File: src/rtl/counter_pkg.sv
// Constants shared by the modulo up/down counter, its step logic and its benches.
package counter_pkg;

  localparam logic DIR_UP   = 1'b1;
  localparam logic DIR_DOWN = 1'b0;

endpackage : counter_pkg

File: src/rtl/mod_updown_counter_step.sv
// Combinational next-count, wrap and boundary logic for the modulo counter.
// Saturation is controlled by i_sat; the top ties it low when COUNTER_SAT_EN is undefined.
module mod_step
  import counter_pkg::*;
#(
  parameter int WIDTH   = 4,
  parameter int MODULUS = 10
) (
  input  logic [WIDTH-1:0] i_count,
  input  logic             i_dir,
  input  logic             i_sat,
  input  logic [WIDTH-1:0] i_load_val,
  output logic [WIDTH-1:0] o_next_count,
  output logic             o_wrap,
  output logic [WIDTH-1:0] o_load_count,
  output logic             o_at_bound
);

  localparam logic [WIDTH-1:0] MAX_COUNT = WIDTH'(MODULUS - 1);
  // One extra bit so MODULUS == 2**WIDTH is representable and never clamps.
  localparam logic [WIDTH:0]   MOD_EXT   = (WIDTH + 1)'(MODULUS);

  logic w_at_max;
  logic w_at_zero;

  assign w_at_max  = (i_count == MAX_COUNT);
  assign w_at_zero = (i_count == '0);

  always_comb begin
    o_next_count = i_count;
    o_wrap       = 1'b0;
    if (i_dir == DIR_UP) begin
      if (w_at_max) begin
        if (!i_sat) begin
          o_next_count = '0;
          o_wrap       = 1'b1;
        end
      end else begin
        o_next_count = i_count + WIDTH'(1);
      end
    end else begin
      if (w_at_zero) begin
        if (!i_sat) begin
          o_next_count = MAX_COUNT;
          o_wrap       = 1'b1;
        end
      end else begin
        o_next_count = i_count - WIDTH'(1);
      end
    end
  end

  assign o_load_count = ({1'b0, i_load_val} >= MOD_EXT) ? MAX_COUNT : i_load_val;
  assign o_at_bound   = (i_dir == DIR_UP) ? w_at_max : w_at_zero;

endmodule : mod_step

File: src/rtl/mod_updown_counter.sv
// Modulo-MODULUS up/down counter with load, wrap pulse and boundary flag.
// Define COUNTER_SAT_EN to add the sat port (hold at the boundary instead of wrapping).
module mod_updown_counter
  import counter_pkg::*;
#(
  parameter int WIDTH   = 4,
  parameter int MODULUS = 10
) (
  input  logic             clk,
  input  logic             rst,
  input  logic             en,
  input  logic             dir,
  input  logic             load,
  input  logic [WIDTH-1:0] load_val,
`ifdef COUNTER_SAT_EN
  input  logic             sat,
`endif
  output logic [WIDTH-1:0] count,
  output logic             wrap,
  output logic             at_bound
);

  generate
    if ((MODULUS < 2) || (MODULUS > (2 ** WIDTH))) begin : g_bad_params
      $error("mod_updown_counter: MODULUS must lie in 2..2**WIDTH");
    end
  endgenerate

  logic [WIDTH-1:0] r_count;
  logic             r_wrap;
  logic [WIDTH-1:0] w_step_count;
  logic             w_step_wrap;
  logic [WIDTH-1:0] w_load_count;
  logic             w_sat;

`ifdef COUNTER_SAT_EN
  assign w_sat = sat;
`else
  assign w_sat = 1'b0;
`endif

  mod_step #(
    .WIDTH   (WIDTH),
    .MODULUS (MODULUS)
  ) u_step (
    .i_count      (r_count),
    .i_dir        (dir),
    .i_sat        (w_sat),
    .i_load_val   (load_val),
    .o_next_count (w_step_count),
    .o_wrap       (w_step_wrap),
    .o_load_count (w_load_count),
    .o_at_bound   (at_bound)
  );

  // Priority: reset, load, enabled step, hold.
  always_ff @(posedge clk) begin
    if (rst) begin
      r_count <= '0;
      r_wrap  <= 1'b0;
    end else if (load) begin
      r_count <= w_load_count;
      r_wrap  <= 1'b0;
    end else if (en) begin
      r_count <= w_step_count;
      r_wrap  <= w_step_wrap;
    end else begin
      r_wrap  <= 1'b0;
    end
  end

  assign count = r_count;
  assign wrap  = r_wrap;

endmodule : mod_updown_counter

File: config.mk
export PLATFORM = sky130hd
export DESIGN_NAME = mod_updown_counter
export DESIGN_NICKNAME = d
export VERILOG_FILES = /design/src/rtl/counter_pkg.sv /design/src/rtl/mod_updown_counter_step.sv /design/src/rtl/mod_updown_counter.sv
export SDC_FILE = /design/constraint.sdc
export NUM_CORES = 1
export LEC_CHECK = 0
export BUFFER_PORTS_ARGS = -buffer_cell sky130_fd_sc_hd__buf_2
export CORE_AREA = 8 8 45 47
export CTS_BUF_LIST = sky130_fd_sc_hd__clkbuf_16
export DETAILED_ROUTE_END_ITERATION = 12
export DIE_AREA = 0 0 53 55
export GPL_ROUTABILITY_DRIVEN = 0
export PLACE_DENSITY = 0.72
export SYNTH_ARGS = -nofsm -noshare
export SYNTH_HDL_FRONTEND = slang
export SYNTH_HIERARCHICAL = 1
export SYNTH_SLANG_ARGS = --single-unit
File: constraint.sdc
create_clock -name clk -period 2.98 [get_ports clk]
set_input_delay 0.298 -clock clk [delete_from_list [all_inputs] [get_ports clk]]
set_output_delay 0.298 -clock clk [all_outputs]
set_load 0.01 [all_outputs]
==> run summary <==
Rows: 14
Syn Std Cell Area: 569 um^2
Starting Density: 0.411
Synthesis Warnings: 6
Sequential element share of the synthesized area: 0.176
CP max FO: 13
Worst Path Required: 2680 ps
Clock skew: 0.0817 ps
Synth unique cells: 32
CP Launch Type: flip-flop
Die area: 2920 um^2
Post-synthesis area per instance: 8.02 um^2
Area contributors post-synth: dfxtp_1 (18%), mux2i_1 (11%), nor2b_1 (9.9%)
Gr ovfl total: 0
Yosys reg bits: 5
Minimum clock period: 1930 ps
Fin util: 0.518
Fin. max-slew vios: 0
Dpl cells: 100
Outcome: finished, final reports clean
Worst path cell trace: inv_1 -> ha_1 -> or3b_1 -> a21oi_2 -> buf_2
Reg2reg start: count[0]$_SDFFE_PP0P_
Fill count: 131
GRT Total Usage: 0.100
Max Clk Rate: 519 MHz
Final antenna-violating net count: 0
CTS tree: done
Final instance area: 717 um^2
CP max stage delay: 410 ps
N_diodes: 0
Multi-input logic area: 429 um^2
Leakage: 0.325 nW
First-pass GRT wire length: 2.17 mm
WS Path Type: flip-flop to output pin
Final wirelength: 1.23 mm
Cts hold-fix bufs: 0
Commonest cells in the netlist: nor2b_1 (9), mux2i_1 (6), nand2_1 (6)
Vias: 537
Boundary pin count: 15
Sum Neg Setup Slack: 0 ps
Hold Violations, Final: 0
Hold path startpoint: rst
Clk Tree Root Cell: clkbuf_16
Crit. Startpoint: count[0]$_SDFFE_PP0P_
Final Setup Violations: 0
# nets final: 101
DR DRC count: 0
Clock transition at path regs: 30 ps
Largest area contributor in the netlist: dfxtp_1
Synth Flop Type: dfxtp_1
Placed cell area: 638 um^2
Syn Inst Count: 71
Worst skew pair latency: 230 ps
Cell with the most instances after synthesis: nor2b_1
Die Ht: 55 um
Share of cells above drive strength 1: 0.227
Hold crit path type: input pin to flip-flop
Slowest-stage cell, CP: dfxtp_1
Initial antenna violation count: 0
PostCTS Resize Cnt: 0
H-Tree Depth: 1
Post-route insts no fill: 104
Critical Path End Type: output pin
Clock sinks: 5
Vias in the first global route: 538
Core Area: 1380 um^2
DR pass1 iterations: 6
Max-cap check violation count: 0
Number of port buffers: 14
Area share of the largest cell type after synthesis: 0.176
Reg area: 100 um^2
Post-DP HPWL: 935 um
Synthesis-to-layout area growth: 25.9%
VDD IR max: 0.325 mV
Clock Path Buffers: 2
Routed len/inst: 11.8 um
Post-CTS Repair Setup Buffers: 0
Number of synthesized flops with an enable pin: 0
Largest net degree at the start of global routing: 14
Power Dens Cells: 534 nW/um^2
Async S/R FF share, synth: 0
Power Total: 0.000383 W
Chip width: 53 um
CTS buffer count: 3
Via-per-instance ratio: 5.16
Fin crit share: 0.646
Critical Path AT: 1630 ps
Unrepaired setup endpoints after global routing: false
DR iter-0 viols: 6
[metrics by stage]
step	setup WS, ps	hold slack (ps)
after floorplan	1230	371
after global placement	1240	529
after detailed placement	1190	533
after CTS	1040	295
after global routing	914	309
final	1050	294
[area by class of cell]
class / instances / share of cell area
flip-flops and latches: 5 / 0.140
well taps: 16 / 0.0279
inverters: 5 / 0.0262
clock inverters: 1 / 0.00524
multi-input cells: 60 / 0.599
clock buffers: 3 / 0.105
repair buffers: 14 / 0.0977
[state kept, by name (all words and copies together) (netlist names)]
register and flops:
count 4, wrap 1
[critical path, delay by kind of cell (launching register included)]
kind,cells,cell delay (ps)
compound gates,1,150
fa+ha+maj,1,210
buf+inv,2,250
flops,1,410
simple gates,1,370
[cells in the final DEF, fill, tap and decap left out, drive strengths merged, types with 4 or more instances in the layout]
master / n
o21ai: 4
mux2i: 6
buf: 14
conb: 6
inv: 6
nand2: 6
a211oi: 4
dfxtp: 5
nor2b: 9
[per-layer routing]
metal	track usage	vias up	wire length (um)
li1	-	277	-
met2	0.162	13	568
met5	0	-	0
met3	0.0294	2	55
met1	0.113	245	582
met4	0.0647	0	20
[final timing paths]
check | slack [ps] | cells past startpoint | endpoint
worst max-delay path | 1050 | 5 | at_bound
worst min-delay path | 290 | 2 | count[0]$_SDFFE_PP0P_
worst max register to register | 1190 | 7 | count[3]$_SDFFE_PP0P_
worst min register to register | 690 | 2 | count[1]$_SDFFE_PP0P_
[report_power, final]
| part | switching, W | internal, W | leakage [nW] | total, W |
|---|---|---|---|---|
| clock network | 0.0000427 | 0.000174 | 0.0423 | 0.000216 |
| registers | 0.0000136 | 0.0000721 | 0.0413 | 0.0000857 |
| logic | 0.0000395 | 0.0000417 | 0.242 | 0.0000811 |
| total | 0.0000958 | 0.000287 | 0.325 | 0.000383 |
[kinds of logic after synthesis]
logic type | Yosys count | share of synthesized area
AND/OR/NAND/NOR | 27 | 0.306
adder cells (fa/ha/maj) | 3 | 0.0659
multiplexers | 7 | 0.125
AO/OA/AOI/OAI | 16 | 0.202
XOR/XNOR | 1 | 0.0154
other | 1 | 0.00659
flip-flops | 5 | 0.176
buffers and inverters | 11 | 0.103
Note: power is estimated with default switching activity, not from simulation.
